### src/rtl/ca_pkg.sv
// Shared types, rule constants and elaboration helpers for the cellular-automaton line generator.
package ca_pkg;

    typedef enum logic [2:0] {
        IDLE,
        PRE,
        STREAM,
        FLUSH,
        DONE
    } state_t;

    typedef logic [7:0] rule_t;

    localparam rule_t RULE_30  = 8'd30;
    localparam rule_t RULE_90  = 8'd90;
    localparam rule_t RULE_110 = 8'd110;

    function automatic int clog2(input int value);
        int r;
        int v;
        r = 0;
        v = value - 1;
        while (v > 0) begin
            r++;
            v = v >> 1;
        end
        return r;
    endfunction

endpackage

### src/rtl/ca_word_step.sv
// Next generation of one word of cells; bit 0 is the leftmost cell of the word.
module ca_word_step
    import ca_pkg::*;
#(
    parameter int DATA_W = 16
) (
    input  logic              left_bit,
    input  logic [DATA_W-1:0] word,
    input  logic              right_bit,
    input  rule_t             rule,
    output logic [DATA_W-1:0] next_word
);

    // padded[b] is the left neighbour of cell b, padded[b+2] its right neighbour.
    logic [DATA_W+1:0] padded;
    assign padded = {right_bit, word, left_bit};

    always_comb begin
        // NOTE: default the whole output first so no bit can infer a latch.
        next_word = '0;
        for (int b = 0; b < DATA_W; b++) begin
            next_word[b] = rule[{padded[b], padded[b+1], padded[b+2]}];
        end
    end

endmodule

### src/rtl/ca_gen_param.sv
// Elementary cellular-automaton line generator: streams one bank of the line RAM through a rule
// into the other bank. Define CA_GEN_WRAP_EN for a toroidal row (adds the PRE read of the last word).
module ca_gen_param
    import ca_pkg::*;
#(
    parameter int DATA_W = 16,
    parameter int WORDS  = 64,
    parameter int ADDR_W = 8,
    parameter int CNT_W  = 16
) (
    input  logic              clk,
    input  logic              rst_n,
    input  logic              start,
    input  logic              direction,
    input  logic [7:0]        rule,
    output logic              busy,
    output logic              done,
    output logic              read,
    output logic [ADDR_W-1:0] raddr,
    input  logic [DATA_W-1:0] rdata,
    output logic              write,
    output logic [ADDR_W-1:0] waddr,
    output logic [DATA_W-1:0] wdata,
    output logic [CNT_W-1:0]  gen_count
);

    localparam int              IDX_W    = clog2(WORDS);
    localparam logic [IDX_W-1:0] LAST_IDX = IDX_W'(WORDS - 1);

    state_t            state;
    logic              rbank;
    rule_t             rule_q;
    logic [IDX_W-1:0]  rd_word;
    logic              rd_pre;
    logic              rvalid;
    logic [IDX_W-1:0]  rv_word;
    logic              rv_pre;
    logic              last_wr;
    logic [DATA_W-1:0] cur_word;
    logic              left_bit;
    logic              right_edge;
    logic              step_right;
    logic [DATA_W-1:0] next_word;

`ifdef CA_GEN_WRAP_EN
    logic word0_lsb;
    assign right_edge = word0_lsb;
`else
    assign right_edge = 1'b0;
`endif

    // The word being finished sees the head of the next word, except in FLUSH where the row ends.
    assign step_right = (state == FLUSH) ? right_edge : rdata[0];

    ca_word_step #(.DATA_W(DATA_W)) u_step (
        .left_bit  (left_bit),
        .word      (cur_word),
        .right_bit (step_right),
        .rule      (rule_q),
        .next_word (next_word)
    );

    function automatic logic [ADDR_W-1:0] bank_addr(input logic bank, input logic [IDX_W-1:0] idx);
        return (bank ? ADDR_W'(WORDS) : ADDR_W'(0)) + ADDR_W'(idx);
    endfunction

    always_ff @(posedge clk or negedge rst_n) begin
        if (!rst_n) begin
            state     <= IDLE;
            busy      <= 1'b0;
            done      <= 1'b0;
            read      <= 1'b0;
            raddr     <= '0;
            write     <= 1'b0;
            waddr     <= '0;
            wdata     <= '0;
            gen_count <= '0;
            rbank     <= 1'b0;
            rule_q    <= '0;
            rd_word   <= '0;
            rd_pre    <= 1'b0;
            rvalid    <= 1'b0;
            rv_word   <= '0;
            rv_pre    <= 1'b0;
            last_wr   <= 1'b0;
            cur_word  <= '0;
            left_bit  <= 1'b0;
`ifdef CA_GEN_WRAP_EN
            word0_lsb <= 1'b0;
`endif
        end else begin
            // NOTE: all state here uses <= so every read below sees the pre-edge value.
            write   <= 1'b0;
            done    <= 1'b0;
            rvalid  <= read;
            rv_word <= rd_word;
            rv_pre  <= rd_pre;

            // Word k is emitted once word k+1 arrives, carrying the left neighbour forward.
            if (rvalid) begin
                if (rv_pre) begin
                    left_bit <= rdata[DATA_W-1];
                end else begin
                    cur_word <= rdata;
                    if (rv_word == '0) begin
`ifdef CA_GEN_WRAP_EN
                        word0_lsb <= rdata[0];
`endif
                    end else begin
                        write    <= 1'b1;
                        waddr    <= bank_addr(!rbank, rv_word - IDX_W'(1));
                        wdata    <= next_word;
                        left_bit <= cur_word[DATA_W-1];
                    end
                end
            end

            case (state)
                IDLE: begin
                    if (start) begin
                        rbank    <= direction;
                        rule_q   <= rule;
                        busy     <= 1'b1;
                        read     <= 1'b1;
                        left_bit <= 1'b0;
                        last_wr  <= 1'b0;
`ifdef CA_GEN_WRAP_EN
                        state    <= PRE;
                        rd_pre   <= 1'b1;
                        rd_word  <= LAST_IDX;
                        raddr    <= bank_addr(direction, LAST_IDX);
`else
                        state    <= STREAM;
                        rd_pre   <= 1'b0;
                        rd_word  <= '0;
                        raddr    <= bank_addr(direction, '0);
`endif
                    end
                end
`ifdef CA_GEN_WRAP_EN
                PRE: begin
                    state   <= STREAM;
                    rd_pre  <= 1'b0;
                    rd_word <= '0;
                    raddr   <= bank_addr(rbank, '0);
                end
`endif
                STREAM: begin
                    if (read) begin
                        if (rd_word == LAST_IDX) begin
                            read <= 1'b0;
                        end else begin
                            rd_word <= rd_word + IDX_W'(1);
                            raddr   <= bank_addr(rbank, rd_word + IDX_W'(1));
                        end
                    end else if (rvalid) begin
                        state <= FLUSH;
                    end
                end
                // Two cycles: emit the last word, then let its write land before signalling done.
                FLUSH: begin
                    if (!last_wr) begin
                        write   <= 1'b1;
                        waddr   <= bank_addr(!rbank, LAST_IDX);
                        wdata   <= next_word;
                        last_wr <= 1'b1;
                    end else begin
                        state     <= DONE;
                        done      <= 1'b1;
                        gen_count <= gen_count + CNT_W'(1);
                    end
                end
                DONE: begin
                    busy  <= 1'b0;
                    state <= IDLE;
                end
                default: state <= IDLE;
            endcase
        end
    end

endmodule

### config.mk
export PLATFORM = sky130hd
export DESIGN_NAME = ca_gen_param
export DESIGN_NICKNAME = d
export VERILOG_FILES = /design/src/rtl/ca_pkg.sv /design/src/rtl/ca_word_step.sv /design/src/rtl/ca_gen_param.sv
export SDC_FILE = /design/constraint.sdc
export NUM_CORES = 1
export LEC_CHECK = 0
export ABC_CLOCK_PERIOD_IN_PS = 5050
export CAP_MARGIN = 10
export CORE_ASPECT_RATIO = 0.5
export CORE_MARGIN = 10
export CORE_UTILIZATION = 40
export CTS_BUF_LIST = sky130_fd_sc_hd__clkbuf_4
export DETAILED_ROUTE_END_ITERATION = 12
export PLACE_DENSITY_LB_ADDON = 0.25
export REMOVE_ABC_BUFFERS = 1
export SLEW_MARGIN = 0
export SYNTH_ARGS = -nofsm -noshare
export SYNTH_HDL_FRONTEND = slang
export SYNTH_SLANG_ARGS = --single-unit
### constraint.sdc
create_clock -name clk -period 5.05 [get_ports clk]
set_input_delay 0.7575 -clock clk [delete_from_list [all_inputs] [get_ports clk]]
set_output_delay 0.7575 -clock clk [all_outputs]
set_load 0.01 [all_outputs]
==> impl_metrics.prom, run 1 <==
# TYPE chip_impl_metric gauge
chip_impl_metric{name="final_layout_size_suffix_gt1_share",unit="%"} 19.04
chip_impl_info{name="endpoint_kind",value="flip-flop"} 1
chip_impl_metric{name="cts.clk_slew.worst_paths",unit="ns"} 0.13
chip_impl_metric{name="syn_inst",unit=""} 354
chip_impl_metric{name="maxCapViolations",unit=""} 0
chip_impl_metric{name="vdd.ir_drop.worst",unit="V"} 0.0001690
chip_impl_metric{name="tritoncts_num_sinks",unit=""} 88
chip_impl_metric{name="h-tree-depth",unit=""} 3
chip_impl_metric{name="drt-vias-per-instance",unit=""} 5.284
chip_impl_metric{name="synth_area",unit="sq mm"} 0.004496
chip_impl_metric{name="layout.area.seq",unit="sq mm"} 0.002202
chip_impl_metric{name="die-width",unit="um"} 169.9
chip_impl_metric{name="port-buffer-count",unit=""} 78
chip_impl_metric{name="yosysWarningCount",unit=""} 0
chip_impl_metric{name="grt_antenna_before_repair",unit=""} 0
chip_impl_metric{name="drt_first_pass_iters",unit=""} 4
chip_impl_metric{name="slew_hr",unit="%"} 35.30
chip_impl_metric{name="dieArea",unit="sq mm"} 0.01614
chip_impl_metric{name="floorplan.rows",unit=""} 27
chip_impl_metric{name="design.core.area",unit="sq mm"} 0.01098
chip_impl_metric{name="max-clock-path-buffers",unit=""} 2
chip_impl_metric{name="n_fill_cell",unit=""} 969
chip_impl_metric{name="detailroute.via_count",unit=""} 2959
chip_impl_metric{name="gpl.final_weighted_congestion",unit=""} 0.7122
chip_impl_metric{name="cp_data_required_time",unit="ns"} 5.33
chip_impl_metric{name="detailed_route_wl",unit="um"} 9496
chip_impl_metric{name="cts-buffers-inserted",unit=""} 9
chip_impl_metric{name="power.leakage",unit="nW"} 2.228
chip_impl_metric{name="number_of_enable_type_register_cells_in_the_synthesized_netlist",unit=""} 0
chip_impl_metric{name="synth_seq_area_share",unit="%"} 48.98
chip_impl_metric{name="fin_util",unit="%"} 49.70
chip_impl_metric{name="critPathMaxStageDelay",unit="ns"} 0.56
chip_impl_metric{name="die-height",unit="um"} 94.97
chip_impl_metric{name="finalHoldViolCount",unit=""} 0
chip_impl_metric{name="period_minus_slack",unit="ns"} 2.471
chip_impl_metric{name="flip_flop_and_latch_count_after_synthesis",unit=""} 88
chip_impl_metric{name="worst-r2r-cell-count",unit=""} 7
chip_impl_metric{name="finalClockSkew",unit="ns"} 0.02042
chip_impl_metric{name="synth.lib_cells_used.distinct",unit=""} 38
chip_impl_metric{name="critical_path.max_fanout",unit=""} 30
chip_impl_metric{name="flow.area_growth_from_synthesis",unit="%"} 21.37
chip_impl_metric{name="setup_viol",unit=""} 0
chip_impl_info{name="setup_repair_after_global_routing_missed_its_margin",value="false"} 1
chip_impl_info{name="run_status",value="finished clean"} 1
chip_impl_metric{name="async_reset_ff_share",unit="%"} 100.0
chip_impl_metric{name="clk-insertion-delay-late",unit="ns"} 0.43
chip_impl_metric{name="initial_utilization",unit="%"} 40.95
chip_impl_metric{name="cellPowerDensity",unit="mW/mm^2"} 577.0
chip_impl_metric{name="antenna_violating_nets_post_route",unit=""} 0
chip_impl_metric{name="setup_total_negative_slack",unit="ns"} 0
chip_impl_metric{name="data_arrival_critical_path",unit="ns"} 2.75
chip_impl_metric{name="multi_input_comb_area",unit="sq mm"} 0.002107
chip_impl_metric{name="post-route-drc-count",unit=""} 0
chip_impl_metric{name="worst-r2r-setup-slack",unit="ns"} 2.58
chip_impl_info{name="cts_root_buffer",value="sky130_fd_sc_hd__clkbuf_4"} 1
chip_impl_metric{name="post_cts_repair_timing_setup_buffer_count",unit=""} 0
chip_impl_metric{name="final.period_utilization",unit="%"} 48.93
chip_impl_metric{name="largest_net_degree_at_the_start_of_global_routing",unit=""} 50
chip_impl_metric{name="finalMaxSlewViolations",unit=""} 0
chip_impl_info{name="path_class",value="flip-flop to flip-flop"} 1
chip_impl_metric{name="design.final.nets",unit=""} 441
chip_impl_metric{name="n_antenna_cell",unit=""} 0
chip_impl_metric{name="io_pins",unit=""} 80
chip_impl_info{name="cell_at_the_slowest_stage_of_the_critical_path",value="sky130_fd_sc_hd__and2_1"} 1
chip_impl_metric{name="timing.fmax",unit="GHz"} 0.4047
chip_impl_metric{name="grt.total_usage",unit="%"} 12.36
chip_impl_metric{name="wire_per_inst",unit="um"} 16.96
chip_impl_info{name="timing.hold.worst.class",value="input port to asynchronous set/reset pin"} 1
chip_impl_metric{name="globalRouteOverflowTotal",unit=""} 0
chip_impl_info{name="path_cells",value="inv_1 > ha_1 > or3b_1 > o31ai_4 > buf_4 > and2_1 > o21ai_0"} 1
chip_impl_metric{name="ctsResizeCount",unit=""} 0
chip_impl_info{name="dominantRegCellSynth",value="sky130_fd_sc_hd__dfrtp_1"} 1
chip_impl_info{name="tritoncts",value="yes"} 1
chip_impl_metric{name="tightestPinTransition",unit="ns"} 0.9706
chip_impl_metric{name="syn_area_per_cell",unit="sq um"} 12.70
chip_impl_metric{name="first_global_vias",unit=""} 3008
chip_impl_metric{name="grt_pass1_wl",unit="um"} 16100
chip_impl_info{name="crit_path_start_kind",value="flip-flop"} 1
chip_impl_metric{name="hold_buffers",unit=""} 0
chip_impl_metric{name="detailedPlacementHpwl",unit="um"} 6735
chip_impl_metric{name="initialDrtViolationCount",unit=""} 255
[worst paths after layout]
kind	startpoint	end
min reg2reg	rd_word[4]$_DFFE_PN0P_	rv_word[4]$_DFF_PN0_
max in group asynchronous	rst_n	waddr[4]$_DFF_PN0_
max reg2reg	rv_word[0]$_DFF_PN0_	wdata[2]$_DFF_PN0_
min in group clk	rd_word[4]$_DFFE_PN0P_	rv_word[4]$_DFF_PN0_
max	rv_word[0]$_DFF_PN0_	wdata[2]$_DFF_PN0_
min	rst_n	cur_word[13]$_DFFE_PN0P_
[report_power, final]
part | switching, mW | total [mW] | internal [mW]
sequential | 0.401 | 1.36 | 0.961
clock | 0.222 | 0.387 | 0.165
combinational | 0.535 | 1.40 | 0.864
total | 1.16 | 3.15 | 1.99
[layout by cell type (no fill, tap or decap), drive strengths merged, types with 11 or more instances in the layout]
cell,count
mux4,32
clkbuf,12
nand3,26
xnor2,17
clkdlybuf4s50,77
dfrtp,88
nand2,14
o21ai,20
mux2,28
nor2,11
mux2i,18
[metrics by stage]
| step | instances | cell area [sq um] | power [mW] | hold slack, ns | setup slack [ns] |
|---|---|---|---|---|---|
| floorplan | 318 | 4330 | 2.187 | 0.4393 | 2.241 |
| global placement | 544 | 5321 | 2.773 | 0.4354 | 2.445 |
| detailed placement | 544 | 5321 | 2.806 | 0.4482 | 2.403 |
| CTS | 560 | 5456 | 3.198 | 0.3392 | 2.543 |
| global route | 560 | 5456 | 3.409 | 0.3601 | 2.359 |
| finish | 560 | 5456 | 3.148 | 0.3325 | 2.579 |
[per-layer routing]
layer | track usage (%) | vias up | wire [um]
met5 | 0 | - | 0
met4 | 3.481 | 0 | 45
met3 | 3.204 | 6 | 491
met2 | 20.39 | 65 | 4765
met1 | 15.89 | 1485 | 4194
li1 | - | 1403 | -
[area by class of cell]
| class | count | area share (%) |
|---|---|---|
| clock buffers | 12 | 1.651 |
| clock inverters | 4 | 0.8255 |
| inverters | 8 | 0.5503 |
| multi-input cells | 222 | 38.62 |
| flip-flops and latches | 88 | 40.36 |
| well taps | 145 | 3.325 |
| repair buffers | 81 | 14.68 |
[flip-flops by register name (all words and copies together), names as in the netlist, 2 cells and up]
name,flops
rule_q,8
cur_word,16
rv_word,6
gen_count,16
state,3
waddr,8
raddr,2
wdata,16
rd_word,5
[critical path, delay by kind of cell (launching register included)]
| kind | cells | cell delay [ns] |
|---|---|---|
| flops | 1 | 0.41 |
| fa+ha+maj | 1 | 0.17 |
| compound gates | 2 | 0.37 |
| simple gates | 2 | 0.98 |
| buf+inv | 2 | 0.38 |
[logic make-up (layout without fill, tap and decap cells)]
logic type                 Yosys count  after routing  share of synthesized area (%)
DFF                                 88             88                          48.98
and+or+nand+nor                     81             81                          9.658
muxes                               78             78                          27.05
buffers and inverters               44            105                          4.342
AOI/OAI and AO/OA                   38             38                          4.954
xor gates and xnor gates            21             21                          4.091
adders and majority gates            3              3                         0.8350
other                                1              1                        0.08342
[cells in the mapped netlist, types with 2 or more instances]
| cell type | n | area, sq um |
|---|---|---|
| sky130_fd_sc_hd__mux2_2 | 28 | 315.3 |
| sky130_fd_sc_hd__nand3_1 | 26 | 130.1 |
| sky130_fd_sc_hd__xnor2_1 | 17 | 148.9 |
| sky130_fd_sc_hd__nand3b_1 | 3 | 22.52 |
| sky130_fd_sc_hd__a21o_1 | 2 | 15.01 |
| sky130_fd_sc_hd__o22ai_1 | 2 | 12.51 |
| sky130_fd_sc_hd__o21ai_1 | 9 | 45.04 |
| sky130_fd_sc_hd__nand4_1 | 4 | 25.02 |
| sky130_fd_sc_hd__o211ai_1 | 5 | 37.54 |
| sky130_fd_sc_hd__nor2_1 | 11 | 41.29 |
| sky130_fd_sc_hd__dfrtp_1 | 88 | 2202 |
| sky130_fd_sc_hd__and4b_1 | 2 | 20.02 |
| sky130_fd_sc_hd__buf_1 | 2 | 7.510 |
| sky130_fd_sc_hd__and4_1 | 2 | 17.52 |
| sky130_fd_sc_hd__clkbuf_1 | 23 | 86.33 |
| sky130_fd_sc_hd__mux2i_1 | 18 | 180.2 |
| sky130_fd_sc_hd__a211oi_1 | 2 | 15.01 |
| sky130_fd_sc_hd__and2_1 | 4 | 25.02 |
| sky130_fd_sc_hd__o21ai_0 | 11 | 55.05 |
| sky130_fd_sc_hd__and3_1 | 5 | 31.28 |
| sky130_fd_sc_hd__buf_4 | 4 | 30.03 |
| sky130_fd_sc_hd__xor2_1 | 4 | 35.03 |
| sky130_fd_sc_hd__inv_1 | 8 | 30.03 |
| sky130_fd_sc_hd__or3_1 | 2 | 12.51 |
| sky130_fd_sc_hd__nand2_1 | 14 | 52.55 |
| sky130_fd_sc_hd__nor3_1 | 3 | 15.01 |
| sky130_fd_sc_hd__a21oi_1 | 6 | 30.03 |
| sky130_fd_sc_hd__mux4_2 | 32 | 720.7 |
| sky130_fd_sc_hd__ha_1 | 3 | 37.54 |
| sky130_fd_sc_hd__buf_2 | 6 | 30.03 |
Note: power is estimated with default switching activity, not from simulation.
==> run 2: changes to the inputs <==
--- a/config.mk
+++ b/config.mk
@@ -5,7 +5,7 @@
 export SDC_FILE = /design/constraint.sdc
 export NUM_CORES = 1
 export LEC_CHECK = 0
-export ABC_CLOCK_PERIOD_IN_PS = 5050
+export ABC_CLOCK_PERIOD_IN_PS = 2300
 export CAP_MARGIN = 10
 export CORE_ASPECT_RATIO = 0.5
 export CORE_MARGIN = 10
==> constraint.sdc (replaced) <==
create_clock -name clk -period 2.3 [get_ports clk]
set_input_delay 0.345 -clock clk [delete_from_list [all_inputs] [get_ports clk]]
set_output_delay 0.345 -clock clk [all_outputs]
set_load 0.01 [all_outputs]
==> impl_metrics.prom, run 2 (synthesis results as in run 1) <==
# TYPE chip_impl_metric gauge
chip_impl_metric{name="grt.total_usage",unit="%"} 12.32
chip_impl_metric{name="h-tree-depth",unit=""} 3
chip_impl_metric{name="wire_per_inst",unit="um"} 17.07
chip_impl_metric{name="stdcell_count",unit=""} 566
chip_impl_metric{name="cts.clk_slew.worst_paths",unit="ns"} 0.12
chip_impl_metric{name="die-height",unit="um"} 94.97
chip_impl_info{name="crit_path_start_kind",value="flip-flop"} 1
chip_impl_metric{name="largest_net_degree_at_the_start_of_global_routing",unit=""} 34
chip_impl_metric{name="grt_pass1_wl",unit="um"} 15830
chip_impl_metric{name="n_antenna_cell",unit=""} 0
chip_impl_metric{name="die-width",unit="um"} 169.9
chip_impl_metric{name="p_switching",unit="mW"} 2.555
chip_impl_metric{name="pwr-share-seq",unit="%"} 43.1
chip_impl_metric{name="period_minus_slack",unit="ns"} 1.970
chip_impl_info{name="timing.hold.worst.class",value="input port to asynchronous set/reset pin"} 1
chip_impl_metric{name="dieArea",unit="sq mm"} 0.01614
chip_impl_metric{name="initialDrtViolationCount",unit=""} 254
chip_impl_metric{name="critical_path.max_fanout",unit=""} 29
chip_impl_info{name="layout_commonest_cell",value="sky130_fd_sc_hd__dfrtp_1"} 1
chip_impl_metric{name="power.leakage",unit="nW"} 2.259
chip_impl_metric{name="initial_utilization",unit="%"} 40.95
chip_impl_metric{name="detailed_route_wl",unit="um"} 9660
chip_impl_metric{name="share_of_total_power_in_the_clock_network",unit="%"} 10.6
chip_impl_metric{name="setup_viol",unit=""} 0
chip_impl_metric{name="n_fill_cell",unit=""} 977
chip_impl_metric{name="switching_share",unit="%"} 37.31
chip_impl_metric{name="cp_data_required_time",unit="ns"} 2.63
chip_impl_metric{name="finalHoldViolCount",unit=""} 0
chip_impl_metric{name="cts-buffers-inserted",unit=""} 9
chip_impl_info{name="run_status",value="finished clean"} 1
chip_impl_metric{name="post-route-drc-count",unit=""} 0
chip_impl_metric{name="tightestPinTransition",unit="ns"} 0.5353
chip_impl_info{name="cts_root_buffer",value="sky130_fd_sc_hd__clkbuf_4"} 1
chip_impl_metric{name="detailedPlacementHpwl",unit="um"} 7052
chip_impl_metric{name="cellPowerDensity",unit="mW/mm^2"} 1246
chip_impl_metric{name="final_layout_size_suffix_gt1_share",unit="%"} 20.19
chip_impl_metric{name="data_arrival_critical_path",unit="ns"} 2.30
chip_impl_metric{name="first_global_vias",unit=""} 2961
chip_impl_metric{name="slew_hr",unit="%"} 64.31
chip_impl_info{name="commonest_cells_after_routing_fill_and_taps_aside",value="sky130_fd_sc_hd__dfrtp_1 (88), sky130_fd_sc_hd__clkdlybuf4s50_1 (77), sky130_fd_sc_hd__mux4_2 (32)"} 1
chip_impl_metric{name="io_pins",unit=""} 80
chip_impl_metric{name="finalMaxSlewViolations",unit=""} 0
chip_impl_metric{name="gpl.final_weighted_congestion",unit=""} 0.7271
chip_impl_metric{name="timing.fmax",unit="GHz"} 0.5076
chip_impl_info{name="tritoncts",value="yes"} 1
chip_impl_metric{name="drt_first_pass_iters",unit=""} 4
chip_impl_metric{name="final.period_utilization",unit="%"} 85.65
chip_impl_metric{name="detailroute.via_count",unit=""} 2983
chip_impl_metric{name="post-place-cells",unit=""} 551
chip_impl_metric{name="port-buffer-count",unit=""} 78
chip_impl_metric{name="flow.area_growth_from_synthesis",unit="%"} 22.24
chip_impl_metric{name="antenna_violating_nets_post_route",unit=""} 0
chip_impl_metric{name="max-clock-path-buffers",unit=""} 2
chip_impl_metric{name="floorplan.rows",unit=""} 27
chip_impl_info{name="setup_repair_after_global_routing_missed_its_margin",value="false"} 1
chip_impl_metric{name="tritoncts_num_sinks",unit=""} 88
chip_impl_info{name="largest_registers",value="cur_word x16, gen_count x16, wdata x16"} 1
chip_impl_metric{name="globalRouteOverflowTotal",unit=""} 0
chip_impl_info{name="path_class",value="flip-flop to flip-flop"} 1
chip_impl_metric{name="clk-insertion-delay-late",unit="ns"} 0.43
chip_impl_metric{name="grt_antenna_before_repair",unit=""} 0
chip_impl_metric{name="design.final.nets",unit=""} 449
chip_impl_metric{name="final.hold.worst_slack",unit="ns"} 0.3848
chip_impl_metric{name="power_report.internal_total",unit="mW"} 4.293
chip_impl_metric{name="vdd.ir_drop.worst",unit="V"} 0.0004890
chip_impl_metric{name="share_comb_of_total_power",unit="%"} 46.3
chip_impl_metric{name="design.core.area",unit="sq mm"} 0.01098
chip_impl_metric{name="drt-vias-per-instance",unit=""} 5.270
chip_impl_metric{name="maxCapViolations",unit=""} 0
chip_impl_metric{name="finalClockSkew",unit="ns"} 0.009211
chip_impl_info{name="endpoint_kind",value="flip-flop"} 1
chip_impl_metric{name="ctsResizeCount",unit=""} 0
[run 2: path summary, 6_finish.rpt]
check	start	end	cells after the start	slack, ns
max	rv_word[0]$_DFF_PN0_	left_bit$_DFF_PN0_	7	0.33
min	rst_n	rule_q[5]$_DFFE_PN0P_	2	0.38
max reg2reg	rv_word[0]$_DFF_PN0_	left_bit$_DFF_PN0_	7	0.33
min reg2reg	rd_word[4]$_DFFE_PN0P_	rv_word[4]$_DFF_PN0_	0	0.46
max in group asynchronous	rst_n	wdata[8]$_DFF_PN0_	3	1.35
min in group clk	rd_word[4]$_DFFE_PN0P_	rv_word[4]$_DFF_PN0_	0	0.46
[run 2: routing by layer]
metal | track usage [%] | share of wire, % | wire length [um]
met1 | 15.57 | 45 | 4309
met2 | 20.35 | 50 | 4809
met3 | 4.120 | 5.1 | 495
met4 | 2.611 | 0.47 | 45
met5 | 0 | 0 | 0
[run 2: timing repair]
item | 4_1_cts | 5_1_grt
hold buffers | 1 | 0
endpoints found under the hold margin | 30 | 0
setup buffers | 0 | 0
setup endpoints to repair | 0 | 0
[run 2: power groups by stage]
stage               clock network, mW  registers, mW  logic, mW
floorplan                           0           2.89       1.91
global placement                    0           2.99       3.16
detailed placement                  0           3.01       3.21
CTS                             0.760           2.97       3.22
global route                    0.833           3.09       3.44
finish                          0.727           2.95       3.17
[run 2: worst max-delay path, cell delays in order (launching register included)]
cell                      delay (ns)
sky130_fd_sc_hd__dfrtp_1        0.41
sky130_fd_sc_hd__inv_1          0.06
sky130_fd_sc_hd__ha_1           0.16
sky130_fd_sc_hd__or3b_1         0.43
sky130_fd_sc_hd__o31ai_4        0.21
sky130_fd_sc_hd__buf_4          0.32
sky130_fd_sc_hd__mux2i_1        0.22
sky130_fd_sc_hd__nor2_1         0.05
[run 2: stage by stage]
step	util (%)	cell area, sq um	power (mW)	setup WS, ns	TNS (ns)
3_3_place_gp	49.06	5386	6.149	0.3993	0
3_5_place_dp	49.06	5386	6.218	0.3581	0
4_1_cts	50.05	5495	6.949	0.3298	0
6_report	50.05	5495	6.848	0.3301	0
5_1_grt	50.05	5495	7.358	0.2201	0
2_1_floorplan	-	4330	4.803	-0.5085	-9.445
[run 2: area by class of cell]
| type | instances | area, sq um | share of cell area (%) |
|---|---|---|---|
| tap | 145 | 181.4 | 3.301 |
| clock buffer | 12 | 90.09 | 1.639 |
| clock inverter | 2 | 8.758 | 0.1594 |
| sequential | 88 | 2202 | 40.07 |
| inverter | 8 | 30.03 | 0.5464 |
| multi-input combinational | 222 | 2107 | 38.34 |
| timing repair buffer | 89 | 875.8 | 15.94 |
